File: src/rtl/bist_pkg.sv
// Shared definitions for the logic BIST engine: FSM states, default
// generator/compactor taps and the legality check for parameter sets.
package bist_pkg;

    typedef enum logic [2:0] {
        ST_IDLE,
        ST_INIT,
        ST_SHIFT,
        ST_CAPTURE,
        ST_UNLOAD,
        ST_COMPARE,
        ST_DONE
    } bist_state_e;

    localparam logic [15:0] DEF_LFSR_TAPS = 16'hB400;
    localparam logic [20:0] DEF_MISR_TAPS = 21'h140000;

    // Every chain and PI needs its own LFSR bit, every chain and PO its own MISR bit.
    function automatic bit params_ok(input int n_chain, input int chain_len,
                                     input int n_pi, input int n_po,
                                     input int n_patterns,
                                     input int lfsr_w, input int misr_w);
        return (n_chain >= 1) && (n_chain <= 8) && (chain_len >= 2) &&
               (n_pi >= 1) && (n_po >= 1) && (n_patterns >= 1) &&
               (n_chain + n_pi <= lfsr_w) && (n_chain + n_po <= misr_w);
    endfunction

endpackage

File: src/rtl/bist_misr_p.sv
// Multiple-input signature register: Galois-free shift-left MISR that folds
// the response vector into the signature whenever enabled.
module bist_misr_p
    import bist_pkg::*;
#(
    parameter int           W    = 21,
    parameter logic [W-1:0] TAPS = DEF_MISR_TAPS,
    parameter int           N_IN = 3
) (
    input  logic            clk,
    input  logic            rst_n,
    input  logic            clear,
    input  logic            en,
    input  logic [N_IN-1:0] in_vec,
    output logic [W-1:0]    sig
);

    logic [W-1:0] in_ext;
    logic         fb;

    assign in_ext = W'(in_vec);
    assign fb     = ^(sig & TAPS);

    always_ff @(posedge clk or negedge rst_n) begin
        if (!rst_n) begin
            sig <= '0;
        end else if (clear) begin
            sig <= '0;
        end else if (en) begin
            sig <= {sig[W-2:0], fb} ^ in_ext;
        end
    end

endmodule

File: src/rtl/bist_engine_p.sv
// Scan-based logic BIST controller: an LFSR feeds the chains and PIs, the CUT
// response is compacted into a MISR and compared against a golden signature.
module bist_engine_p
    import bist_pkg::*;
#(
    parameter int                 N_CHAIN    = 1,
    parameter int                 CHAIN_LEN  = 32,
    parameter int                 N_PI       = 3,
    parameter int                 N_PO       = 2,
    parameter int                 N_PATTERNS = 100,
    parameter int                 LFSR_W     = 16,
    parameter logic [LFSR_W-1:0]  LFSR_TAPS  = DEF_LFSR_TAPS,
    parameter logic [LFSR_W-1:0]  SEED       = 16'h0001,
    parameter int                 MISR_W     = 21,
    parameter logic [MISR_W-1:0]  MISR_TAPS  = DEF_MISR_TAPS,
    parameter logic [MISR_W-1:0]  GOLDEN     = 21'h0
) (
    input  logic                CLK,
    input  logic                RST,
    input  logic                start,
    input  logic                abort,
    input  logic [N_CHAIN-1:0]  scan_out,
    input  logic [N_PO-1:0]     po,
    output logic                scan_en,
    output logic [N_CHAIN-1:0]  scan_in,
    output logic [N_PI-1:0]     pi_vec,
    output logic                test_mode,
    output logic                running,
    output logic                bist_end,
    output logic                pass_fail,
    output logic [MISR_W-1:0]   signature
);

    if (!params_ok(N_CHAIN, CHAIN_LEN, N_PI, N_PO, N_PATTERNS, LFSR_W, MISR_W)) begin : g_param_err
        $error("bist_engine_p: illegal parameter combination");
    end

    localparam int                PAT_W    = $clog2(N_PATTERNS + 1);
    localparam int                SH_W     = $clog2(CHAIN_LEN);
    localparam logic [LFSR_W-1:0] SEED_EFF = (SEED == '0) ? LFSR_W'(1) : SEED;
    localparam logic [PAT_W-1:0]  LAST_PAT = PAT_W'(N_PATTERNS);
    localparam logic [SH_W-1:0]   LAST_SH  = SH_W'(CHAIN_LEN - 1);

    bist_state_e       state;
    bist_state_e       state_nxt;
    logic [LFSR_W-1:0] lfsr;
    logic [LFSR_W-1:0] lfsr_step;
    logic [PAT_W-1:0]  pat_cnt;
    logic [PAT_W-1:0]  pat_inc;
    logic [SH_W-1:0]   sh_cnt;
    logic              sh_last;
    logic              abort_hit;
    logic              misr_clear;
    logic              misr_en;

    assign lfsr_step = {lfsr[LFSR_W-2:0], ^(lfsr & LFSR_TAPS)};
    assign pat_inc   = pat_cnt + PAT_W'(1);
    assign sh_last   = (sh_cnt == LAST_SH);
    assign abort_hit = abort && (state != ST_IDLE);

    assign scan_in = lfsr[N_CHAIN-1:0];
    assign pi_vec  = lfsr[N_CHAIN +: N_PI];

    always_comb begin
        state_nxt = state;
        unique case (state)
            ST_IDLE:    if (start) state_nxt = ST_INIT;
            ST_INIT:    state_nxt = ST_SHIFT;
            ST_SHIFT:   if (sh_last) state_nxt = ST_CAPTURE;
            ST_CAPTURE: state_nxt = (pat_inc == LAST_PAT) ? ST_UNLOAD : ST_SHIFT;
            ST_UNLOAD:  if (sh_last) state_nxt = ST_COMPARE;
            ST_COMPARE: state_nxt = ST_DONE;
            ST_DONE:    if (!start) state_nxt = ST_IDLE;
            default:    state_nxt = ST_IDLE;
        endcase
        if (abort_hit) state_nxt = ST_IDLE;
    end

    // Outputs are registered from the next state so they line up with the state register.
    always_ff @(posedge CLK or negedge RST) begin
        if (!RST) begin
            state     <= ST_IDLE;
            lfsr      <= SEED;
            pat_cnt   <= '0;
            sh_cnt    <= '0;
            scan_en   <= 1'b0;
            test_mode <= 1'b0;
            running   <= 1'b0;
            bist_end  <= 1'b0;
            pass_fail <= 1'b0;
        end else begin
            state     <= state_nxt;
            scan_en   <= (state_nxt == ST_SHIFT) || (state_nxt == ST_UNLOAD);
            test_mode <= (state_nxt != ST_IDLE) && (state_nxt != ST_DONE);
            running   <= (state_nxt != ST_IDLE) && (state_nxt != ST_DONE);
            bist_end  <= (state_nxt == ST_DONE);
            case (state)
                ST_INIT: begin
                    lfsr      <= SEED_EFF;
                    pat_cnt   <= '0;
                    sh_cnt    <= '0;
                    pass_fail <= 1'b0;
                end
                ST_SHIFT, ST_UNLOAD: begin
                    lfsr   <= lfsr_step;
                    sh_cnt <= sh_last ? '0 : sh_cnt + SH_W'(1);
                end
                ST_CAPTURE: pat_cnt   <= pat_inc;
                ST_COMPARE: pass_fail <= (signature == GOLDEN);
                default: ;
            endcase
            if (abort_hit) pass_fail <= 1'b0;
        end
    end

    // Pattern 0's unload carries whatever the CUT held before the run, so it is not compacted.
    assign misr_clear = (state == ST_INIT);
    assign misr_en    = ((state == ST_SHIFT) && (pat_cnt != '0)) || (state == ST_UNLOAD);

    bist_misr_p #(
        .W    (MISR_W),
        .TAPS (MISR_TAPS),
        .N_IN (N_CHAIN + N_PO)
    ) u_misr (
        .clk    (CLK),
        .rst_n  (RST),
        .clear  (misr_clear),
        .en     (misr_en),
        .in_vec ({po, scan_out}),
        .sig    (signature)
    );

endmodule

File: config.mk
export PLATFORM = sky130hd
export DESIGN_NAME = bist_engine_p
export DESIGN_NICKNAME = d
export VERILOG_FILES = /design/src/rtl/bist_pkg.sv /design/src/rtl/bist_misr_p.sv /design/src/rtl/bist_engine_p.sv
export SDC_FILE = /design/constraint.sdc
export NUM_CORES = 1
export LEC_CHECK = 0
export ABC_AREA = 1
export CAP_MARGIN = 20
export CORE_MARGIN = 2
export CORE_UTILIZATION = 58
export DETAILED_ROUTE_END_ITERATION = 8
export GPL_ROUTABILITY_DRIVEN = 0
export GPL_TIMING_DRIVEN = 0
export PLACE_DENSITY = 0.9
export SYNTH_ARGS = -nofsm -noshare
export SYNTH_HDL_FRONTEND = slang
export SYNTH_HIERARCHICAL = 1
export SYNTH_SLANG_ARGS = --single-unit
export TNS_END_PERCENT = 20
File: constraint.sdc
create_clock -name CLK -period 3.9 [get_ports CLK]
set_input_delay 0.975 -clock CLK [delete_from_list [all_inputs] [get_ports CLK]]
set_output_delay 0.975 -clock CLK [all_outputs]
set_load 0.005 [all_outputs]
==> results of run 1 <==
worst min-delay path, stage by stage (launching register included):
cell and delay, ns:
sky130_fd_sc_hd__dfrtp_1 0.36, sky130_fd_sc_hd__nand3_1 0.08, sky130_fd_sc_hd__nand2_1 0.06
routing by layer:
layer	wire, um	up-vias
met4	55	0
met1	2450	1047
met5	0	-
li1	-	1048
met2	2710	55
met3	339	5
through the flow:
stage	hold WS, ns	std cells
final	0.525	391
after global routing	0.548	391
after CTS	0.525	391
after detailed placement	0.499	383
after global placement	0.487	382
after floorplan	0.468	294
how the worst max path moves through the flow:
stage	end	slack, ns	cells past startpoint
after detailed placement	running	1.60	8
after floorplan	u_misr/sig[10]	1.99	11
after global routing	scan_in	1.53	1
after CTS	scan_in	1.56	1
final	scan_in	1.57	1
after global placement	bist_end	0.24	1
cells by family (layout without fill, tap and decap cells):
| kind of cell | count (synthesis) | count (layout) | share of synthesized area |
|---|---|---|---|
| and+or+nand+nor | 101 | 101 | 0.172 |
| buffers and inverters | 70 | 115 | 0.116 |
| AOI/OAI and AO/OA | 56 | 56 | 0.149 |
| DFF | 56 | 56 | 0.520 |
| xor gates and xnor gates | 6 | 6 | 0.0195 |
| adders and majority gates | 5 | 5 | 0.0232 |
synth_stat cells, types with 2 or more instances:
cell                       count
sky130_fd_sc_hd__a21oi_1       5
sky130_fd_sc_hd__buf_2         2
sky130_fd_sc_hd__buf_4         4
sky130_fd_sc_hd__buf_6         4
sky130_fd_sc_hd__dfrtp_1      55
sky130_fd_sc_hd__ha_1          5
sky130_fd_sc_hd__inv_1        55
sky130_fd_sc_hd__inv_2         3
sky130_fd_sc_hd__nand2_1      47
sky130_fd_sc_hd__nand2_2       4
sky130_fd_sc_hd__nand3_1      17
sky130_fd_sc_hd__nand4_1       5
sky130_fd_sc_hd__nor2_1       17
sky130_fd_sc_hd__nor4_1        5
sky130_fd_sc_hd__o21ai_0       9
sky130_fd_sc_hd__o21ai_1       2
sky130_fd_sc_hd__o21ai_2       2
sky130_fd_sc_hd__o21bai_1      2
sky130_fd_sc_hd__o22ai_1      25
sky130_fd_sc_hd__o22ai_2      10
sky130_fd_sc_hd__xnor2_1       3
sky130_fd_sc_hd__xor2_1        3
registers in the layout, summed over array words and instances, names as in the netlist:
register	flops
lfsr	16
sh_cnt	5
u_misr/sig	21
bist_end	1
pat_cnt	7
state	3
scan_en	1
running	1
pass_fail	1
power breakdown:
part	internal, mW	switching, mW
clock network	0.144	0.185
logic	0.346	0.474
registers	0.699	0.0896
total	1.19	0.749
layout make-up:
class,count,area (um2)
Sequential cell,56,1400
Buffer,10,85.1
Fill cell,309,1180
Tap cell,52,65.1
Timing Repair Buffer,37,375
Multi-Input combinational cell,168,983
Clock inverter,2,15.0
Clock buffer,6,82.6
Inverter,60,228
==> results, run 1 <==
- The flow ran to the end, and the final reports show no timing, DRC or antenna violations.
- The count of pins over their slew limit came to 0.
- The H-tree was split into 2 levels.
- For this run, global-route usage on met2 was measured as 0.383.
- By area the synthesized netlist is led by sky130_fd_sc_hd__dfrtp_1 (51%), sky130_fd_sc_hd__inv_1 (7.6%), sky130_fd_sc_hd__nand2_1 (6.5%).
- The post-route minimum period is 2.33 ns.
- In the routed layout, each cell is associated on average with a via count of 5.51.
- The overall global routing resource usage is 0.227.
- The wire length per cell after detailed routing is 14.2 um.
- The register bit total from synthesis is 56.
- The number of failing hold endpoints at the final stage was 0.
- The worst setup path is launched from a flip-flop.
- The post-synthesis instance total is about 300.
- The net count of the finished layout is 350.
- The library cells used most frequently in the layout, excluding fill and tap cells, are sky130_fd_sc_hd__inv_1 (55), sky130_fd_sc_hd__dfrtp_1 (55), sky130_fd_sc_hd__nand2_1 (47).
- The post-layout instance area is around 3200 um2.
- The core area is 4410 um2.
- The placed instances occupy a cell area of ~3100 um2.
- The number of setup violations in the final report is 0.
- The die footprint is 5220 um2.
- On the critical path, the stage with the largest delay is an instance of sky130_fd_sc_hd__dfstp_2.
- Adding up every negative setup slack in the final design gives 0 ns.
- The worst hold path begins at sh_cnt[4].
- Setup repair after global routing left no endpoint under its margin.
- The cell chosen for the clock root is sky130_fd_sc_hd__clkbuf_8.
- The data arrival time of the critical path is 1.35 ns.
- The number of instances on the worst hold path is 2.
- The worst flop-to-flop path startpoint is state[0].
- The number of global-route vias before repair was ~2100.
- In this run the register-to-register setup slack is 1.69 ns.
- The share of synthesized area in the top cell type comes to 0.510.
- The most used flip-flop cell after synthesis is sky130_fd_sc_hd__dfrtp_1.
- The post-synthesis sequential area ratio is 0.520.
- The sum of net half-perimeters after detailed placement is 3940 um.
- The maximum clock rate is 429 MHz.
- The core utilization of the finished layout is 0.733.
- The number of flops mapped to enable cells by yosys is 0.
- The TritonCTS clock tree is built.
- The number of nets in the synthesized netlist is 306.
- The number of buffers on the longest clock path is 2.
- The maximum net fanout on the critical path is 3.
- The chip width is just over 70 um.
- The critical path launch point is lfsr[0].
- For this block, the routed nets add up to about 5500 um of wire.
- Of all cell types, the one taking the most synthesized area is sky130_fd_sc_hd__dfrtp_1.
- The type of element capturing the critical path is a primary output.
- The delay of the slowest cell on the worst path is 0.55 ns.
- In this run the cell area of the synthesized design comes to 2700 um2.
- The type of the worst min-delay path is flip-flop to flip-flop.
- At the pin with the least slew margin, the transition time is 0.582 ns.
- The post-CTS setup-driven buffer insertion count is 0.
- The initial utilization of the core area, before any placement, comes to 0.611.
- The family of cells with the greatest summed delay on the critical path is flip-flops.
- The count of clock tree sinks is between 50 and 60.
- The global-route congestion overflow total is 0.
- Summed over all cells, the static leakage comes to 1.45 nW.
- The die outline height is about 72 um.
- The area growth from synthesis to layout is 19.9%.
- The worst path required time is 2.92 ns.
- In the global route stage, met3 resource usage came out at 0.0611.
- For this block, the initial DRC count from the detailed router was 185.
- Prior to clock tree synthesis, the placed netlist has a worst setup slack of 1.60 ns.
- The ratio of final minimum period to clock period is 0.597.
- The number of antenna violations at the first check in global routing is 0.
- After detailed routing, the number of remaining DRC violations is 0.
- The critical path class is flip-flop to primary output.
- For this design, the CTS-stage hold fixing added 0 buffers.
- The count of cells resized by post-cts repair is 0.
- The critical path goes through clkdlybuf4s50_1.
- The total number of vias is approximately 2200.
- In this run the tool buffered the top-level ports with 36 buffer cells.
- The antenna cell count is 0.
- Pin placement for this block handled 37 I/O pins.
- The number of maximum-capacitance constraint violations is 0.
- The slack of the critical path is around 1.6 ns.
- In the global route stage, met1 resource usage came out at 0.287.
- Entering global routing, the biggest net connects 33 pins.
- The number of buffers and inverters on the critical path is 1.
- Row generation in the floorplan step produced 24 rows.
- The total number of yosys warnings is 6.
- Synthesis instantiated 32 different standard cells from the library.
- The worst-case vdd ir drop is 0.284 mV.
- For the final database, setup skew stands at 0.00881 ns.
- Dividing total power by cell area gives a power density of 599 nW/um2.
- The overall power consumption is 1.94 mW.
- The capturing point of the worst reg2reg path is u_misr/sig[4].
- Once detail routing completed, the nets flagged for antenna violations numbered 0.
- The worst slew margin relative to its limit is 0.612.
- The average instance in the mapped netlist occupies 9.18 um2.
- The endpoint of the worst hold-timing path is sh_cnt[4].
- Of the cells placed in the final design, the portion with a size suffix greater than 1 is 0.133.
- Of all flip-flops after synthesis, the portion carrying an async set or reset was 1.00.
- The number of search-and-repair iterations in the first detailed-routing pass is 4.
- The clock latency at the later pin of the worst-skew pair is 0.31 ns.
- The layer flagged by global routing as most heavily used is met2.
- The wire length of the first global-routing pass is approximately 9200 um.
- The number of clock buffers added by TritonCTS is 5.
- The worst reg-to-reg path cell count is 11.
- The CTS clock-pin slew for the worst setup and hold paths is 0.10 ns.
(Power assumes the default switching activity.)
==> run 2, diff against run 1 <==
Settings changed: CORE_UTILIZATION 58 to 54, PLACE_DENSITY 0.9 to 0.85.
Clock period 3.9 ns to 2.3 ns, I/O delays scaled along.
==> results, run 2 (synthesis gave the netlist of run 1 again) <==
- The flow ran to the end, and the final reports show no timing, DRC or antenna violations.
- The worst slew margin relative to its limit is 0.509 (-0.103).
- The post-detailed-route count of antenna-violating nets is 0 (unchanged).
- The overall global routing resource usage is 0.209 (-0.0173).
- The number of buffers on the longest clock path is 2 (unchanged).
- The CTS clock-pin slew for the worst setup and hold paths was 0.10 ns (about the same).
- The number of global-route vias before repair came to 2046 (-1.9%).
- The number of nets in the layout came to 350 (unchanged).
- The post-layout instance area is 3260 um2 (+0.66%).
- The worst path required time came to 2.50 ns (-0.42 ns).
- The power density over the cells is 995 nW/um2 (+66%).
- The switching power as a share of total power is 0.385 (-0.00140).
- The fraction of power consumed by the clock network is 0.161 (-0.009).
- The number of vias per cell after detailed routing was 5.15 (-6.6%).
- The final-layout worst hold slack is 0.319 ns (-0.206 ns).
- The total DRC errors in the routed layout was 0 (unchanged).
- The worst slack at placement is 0.128 ns (-1.47 ns).
- The number of buffers inserted during clock tree synthesis came to 5 (unchanged).
- The number of search-and-repair iterations in the first detailed-routing pass is 4 (unchanged).
- The placement row count is 25 (+4.2%).
- The maximum number of pins on one net before global-route repair was 33 (unchanged).
- The final routed wirelength across all metal layers is 5310 um (-4.2%).
- The register share of total power is 0.409 (+0.002).
- The maximum clock rate is 483 MHz.
- The clock latency at the later pin of the worst-skew pair was 0.31 ns (about the same).
- TritonCTS built the clock tree.
- The leakage component of the power came to 1.45 nW (+0.19%).
- The core utilization of the finished layout is 0.681 (-0.0525).
- The number of primary I/O pins was 37 (unchanged).
- Setup repair after global routing left no endpoint under its margin.
- The net load switching power is 1.25 mW (+67%).
- The worst setup path is of the flip-flop to flip-flop kind.
- The wire length per cell after detailed routing was 13.1 um (-7.8%).
- The multi-input logic area is 991 um2 (+0.76%).
- The count of pins over their slew limit is 0 (unchanged).
- The largest register by flop count is u_misr/sig.
- The total number of vias is 2090 (-3.0%).
- The die outline height is 74.7 um (+3.4%).
- In the final layout, the registers with the most flip-flops are u_misr/sig: 21 flops, lfsr: 16 flops, pat_cnt: 7 flops.
- The worst reg-to-reg path cell count is 11 (unchanged).
- The slack of the critical path was 0.230 ns (-1.34 ns).
- The number of maximum-capacitance constraint violations is 0 (unchanged).
- The tightest min-delay check is of the primary input to async pin type.
- The combinational cell fraction of total power is 0.430 (+0.007).
- The proportion of layout cells with a drive suffix above 1 was 0.130 (-0.00295).
- The starting utilization of the core area came to 0.564 (-0.0475).
- The post-route minimum period is ~2.1 ns.
- The level count of the clock H-tree is 2 (unchanged).
- The data arrival time of the critical path was 2.27 ns (+0.92 ns).
- The number of input and output port buffers inserted is 36 (unchanged).
- The transition at the pin with the smallest max-transition slack is 0.736 ns (+0.154 ns).
- The number of setup violations in the final report is 0 (unchanged).
- The wire length of the first global-routing pass is 8910 um (-2.9%).
- The count of hold buffers inserted by post-cts repair is 0 (unchanged).
- The library cells used most frequently in the layout, excluding fill and tap cells, are sky130_fd_sc_hd__inv_1 (55), sky130_fd_sc_hd__dfrtp_1 (55), sky130_fd_sc_hd__nand2_1 (47).
- The worst setup skew after layout came to 0.00855 ns (-0.000265 ns).
- The global-route congestion overflow total is 0 (unchanged).
- The die footprint is 5580 um2 (+7.0%).
- The area after detailed placement is 3170 um2 (+0.84%).
- The ratio of final minimum period to clock period is 0.900.
- The number of DRC markers after the initial detailed-route iteration is 116 (-37%).
- The worst setup path is captured at a flip-flop.
- The maximum net fanout on the critical path came to 10 (+7).
- The core area came to 4790 um2 (+8.4%).
- The number of antenna violations at the first check in global routing came to 0 (unchanged).
- The number of flip-flops under the largest register name is 21 (unchanged).
- The worst-case vdd ir drop was 0.638 mV (+120%).
- The startpoint class of the critical path is a flip-flop.
- The sum of net half-perimeters after detailed placement is 3850 um (-2.1%).
- The antenna cell count came to 0 (unchanged).
- The sequential standard cell area is 1400 um2 (unchanged).
- The signed area change from the synthesized netlist to the final layout is 20.7%.
- The count of clock tree sinks came to 56 (unchanged).
- The number of failing hold endpoints at the final stage came to 0 (unchanged).
- The number of fill cells is 377 (+22%).
- The tree is rooted in a sky130_fd_sc_hd__clkbuf_8.
- The internal power is 1.99 mW (+68%).
- The chip width is 74.7 um (+3.4%).
- The post-route setup TNS is 0 ns (unchanged).
[run 2: metal layers]
metal / global-route usage / part of all wire
met5: 0 / 0
met4: 0.0754 / 0.020
met3: 0.0442 / 0.048
met2: 0.344 / 0.48
met1: 0.277 / 0.45
[run 2: final cells by class]
| cell class | count | share of cell area |
|---|---|---|
| Clock buffer | 7 | 0.0234 |
| Buffer | 10 | 0.0261 |
| Clock inverter | 1 | 0.00269 |
| Timing Repair Buffer | 37 | 0.118 |
| Inverter | 60 | 0.0699 |
| Sequential cell | 56 | 0.430 |
| Tap cell | 67 | 0.0257 |
| Multi-Input combinational cell | 168 | 0.304 |
[run 2: power groups by stage]
stage	Sequential, mW	Combinational, mW	Clock, mW
after CTS	1.33	1.40	0.532
after global placement	1.34	1.33	0
final	1.33	1.39	0.521
after detailed placement	1.35	1.39	0
after global routing	1.35	1.54	0.575
after floorplan	1.32	0.967	0
[run 2: final timing paths]
check | end | slack, ns | start
worst max-delay path | u_misr/sig[9] | 0.23 | state[0]
worst min-delay path | lfsr[3] | 0.32 | RST
worst max register to register | u_misr/sig[9] | 0.23 | state[0]
worst min register to register | sh_cnt[0] | 0.52 | sh_cnt[0]
max in group asynchronous | lfsr[0] | 1.34 | RST
min in group CLK | sh_cnt[0] | 0.52 | sh_cnt[0]
[run 2: worst max-delay path, stage by stage, from the launching register on]
cell and delay (ns):
sky130_fd_sc_hd__dfrtp_1 0.42, sky130_fd_sc_hd__inv_1 0.17, sky130_fd_sc_hd__nand2_1 0.09, sky130_fd_sc_hd__nand2_1 0.08
sky130_fd_sc_hd__o21ai_2 0.08, sky130_fd_sc_hd__buf_2 0.19, sky130_fd_sc_hd__buf_2 0.20, sky130_fd_sc_hd__a41oi_2 0.28
sky130_fd_sc_hd__nor2_4 0.08, sky130_fd_sc_hd__inv_4 0.12, sky130_fd_sc_hd__buf_6 0.18, sky130_fd_sc_hd__o22ai_2 0.07
[run 2: what timing repair did]
item	CTS	global route
hold endpoints to repair	0	0
gates resized for setup	0	1
buffers inserted	0	0
setup endpoints to repair	0	11
[run 2: stage by stage]
stage	power [mW]	cells
after detailed placement	2.73	398
after floorplan	2.29	294
after global placement	2.67	397
after CTS	3.26	406
after global routing	3.47	406
final	3.24	406
==> run 3, diff against run 2 <==
Settings changed: GPL_TIMING_DRIVEN 0 to 1.
==> results, run 3 (synthesis gave the netlist of run 1 again) <==
- The flow ran to the end, and the final reports show no timing, DRC or antenna violations.
- The number of failing hold endpoints at the final stage was 0 (unchanged).
- The number of search-and-repair iterations in the first detailed-routing pass was 4 (unchanged).
- The type of element capturing the critical path is a flip-flop.
- The count of clock tree sinks is 56 (unchanged).
- The power density over the cells is 976 nW/um2 (-1.9%).
- The multi-input logic area was 983 um2 (-0.76%).
- The final routed wirelength across all metal layers is 5240 um (-1.4%).
- The proportion of layout cells with a drive suffix above 1 is 0.106 (-0.0237).
- The critical path class is flip-flop to flip-flop.
- The die footprint is 5580 um2 (unchanged).
- The wire length per cell after detailed routing is 13.2 um (+0.80%).
- The number of buffers inserted during clock tree synthesis was 5 (unchanged).
- The data arrival time of the critical path is 2.17 ns (-0.10 ns).
- The worst setup skew after layout is 0.0108 ns (+0.00230 ns).
- The number of primary I/O pins came to 37 (unchanged).
- The number of cells after detailed placement is 389 (-2.3%).
- The worst path required time is 2.52 ns (+0.02 ns).
- The post-detailed-route count of antenna-violating nets is 0 (unchanged).
- The ratio of final minimum period to clock period is 0.849 (-0.0507).
- The number of input and output port buffers inserted is 36 (unchanged).
- The count of pins over their slew limit is 0 (unchanged).
- The level count of the clock H-tree is 2 (unchanged).
- The worst-case vdd ir drop is 0.561 mV (-12%).
- The post-route minimum period is 1.95 ns (-0.117 ns).
- The sum of net half-perimeters after detailed placement is 3830 um (-0.51%).
- The number of vias per cell after detailed routing is 5.27 (+2.4%).
- The starting utilization of the core area is 0.564 (unchanged).
- The core area was 4790 um2 (unchanged).
- The number of maximum-capacitance constraint violations is 0 (unchanged).
- The largest registers in the layout are u_misr/sig: 21 flops, lfsr: 16 flops, pat_cnt: 7 flops.
- The total number of vias came to 2092 (+0.096%).
- The total DRC errors in the routed layout is 0 (unchanged).
- The wire length of the first global-routing pass is 9000 um (+1.0%).
- The worst slew margin relative to its limit is 0.651 (+0.142).
- The number of fill cells was 388 (+2.9%).
- The count of cells resized by post-cts repair is 0 (unchanged).
- The TritonCTS clock tree is built.
- The global-route congestion overflow total was 0 (unchanged).
- The worst reg-to-reg path cell count was 7 (-4).
- The die outline height came to 74.7 um (unchanged).
- Ranked by flip-flop count, first place goes to u_misr/sig.
- The post-layout instance count excluding filler cells is 397 (-2.2%).
- The clock latency at the later pin of the worst-skew pair was 0.31 ns (about the same).
- The CTS clock-pin slew for the worst setup and hold paths is 0.10 ns (about the same).
- The post-CTS setup-driven buffer insertion count came to 0 (unchanged).
- The antenna cell count is 0 (unchanged).
- The signed area change from the synthesized netlist to the final layout is 17.3%.
- The library cells used most frequently in the layout, excluding fill and tap cells, are sky130_fd_sc_hd__inv_1 (55), sky130_fd_sc_hd__dfrtp_1 (55), sky130_fd_sc_hd__nand2_1 (47).
- The cell chosen for the clock root is sky130_fd_sc_hd__clkbuf_8.
- The maximum net fanout on the critical path came to 21 (+11).
- The placement row count is 25 (unchanged).
- The post-route setup TNS is 0 ns (unchanged).
- The number of DRC markers after the initial detailed-route iteration is 107 (-7.8%).
- The number of antenna violations at the first check in global routing came to 0 (unchanged).
- The number of nets in the layout came to 341 (-2.6%).
- The endpoint identified for the worst register-to-register timing path is u_misr/sig[15].
- The maximum clock rate is 512 MHz (+6.0%).
- The number of flip-flops under the largest register name is 21 (unchanged).
- Setup repair after global routing left no endpoint under its margin.
- The maximum number of pins on one net before global-route repair is 35 (+6.1%).
- The number of global-route vias before repair is 2118 (+3.5%).
- The chip width is 74.7 um (unchanged).
- The overall global routing resource usage is 0.211 (+0.00131).
- The setup slack on the worst flop-to-flop path came to 0.35 ns (+0.12 ns).
- The startpoint class of the critical path is a flip-flop.
- The type of the worst min-delay path is primary input to async pin.
- The transition at the pin with the smallest max-transition slack is 0.523 ns (-0.213 ns).
- The count of hold buffers inserted by post-cts repair was 0 (unchanged).
- The number of setup violations in the final report is 0 (unchanged).
- The leakage component of the power came to 1.40 nW (-3.2%).
- The number of buffers on the longest clock path is 2 (unchanged).
- In this run the critical register-to-register path is launched from state[0].
- The sequential standard cell area is 1400 um2 (unchanged).
run 3: cell types whose count changed in the layout (fill, tap and decap cells not counted), sizes merged:
| cell | delta |
|---|---|
| clkbuf | -1 |
| inv | +1 |
| buf | -9 |
run 3: power by group:
group	internal [mW]	switching, mW
Sequential	1.18	0.139
Clock	0.218	0.305
Combinational	0.480	0.766
Total	1.88	1.21
run 3: metal layers:
layer,vias to the layer above,GRT usage,routed length [um]
met5,-,0,0
met4,0,0.0694,85
met3,9,0.0442,257
met2,59,0.368,2540
met1,990,0.262,2360
li1,1034,-,-
run 3: worst max-delay path by stage:
stage	startpoint	end	slack, ns
finish	state[0]	u_misr/sig[15]	0.35
global route	state[0]	u_misr/sig[16]	0.22
floorplan	state[0]	u_misr/sig[10]	0.39
detailed placement	state[0]	u_misr/sig[15]	0.39
CTS	lfsr[0]	scan_in	0.36
global placement	start	running	0.42
run 3: through the flow:
step | setup WS (ns) | power (mW) | hold slack [ns] | util | area (um2)
3_5_place_dp | 0.390 | 2.59 | 0.503 | 0.644 | 3080
2_1_floorplan | 0.387 | 2.29 | 0.279 | - | 2700
3_3_place_gp | 0.416 | 2.55 | 0.488 | 0.644 | 3080
5_1_grt | 0.217 | 3.31 | 0.262 | 0.662 | 3170
6_report | 0.346 | 3.09 | 0.228 | 0.662 | 3170
4_1_cts | 0.357 | 3.12 | 0.239 | 0.662 | 3170
run 3: area by class of cell:
class                      instances  area share
tap                               67      0.0265
multi-input combinational        168       0.311
inverter                          60      0.0719
clock buffer                       6      0.0229
timing repair buffer              38       0.121
sequential                        56       0.443
clock inverter                     2     0.00435
run 3: worst max-delay path, stage by stage, from the launching register on:
cell                      delay, ns
sky130_fd_sc_hd__dfrtp_1       0.41
sky130_fd_sc_hd__inv_1         0.16
sky130_fd_sc_hd__nand2_1       0.09
sky130_fd_sc_hd__nand2_1       0.08
sky130_fd_sc_hd__o21ai_2       0.06
sky130_fd_sc_hd__a41oi_1       0.37
sky130_fd_sc_hd__nand2_2       0.40
sky130_fd_sc_hd__o22ai_1       0.29
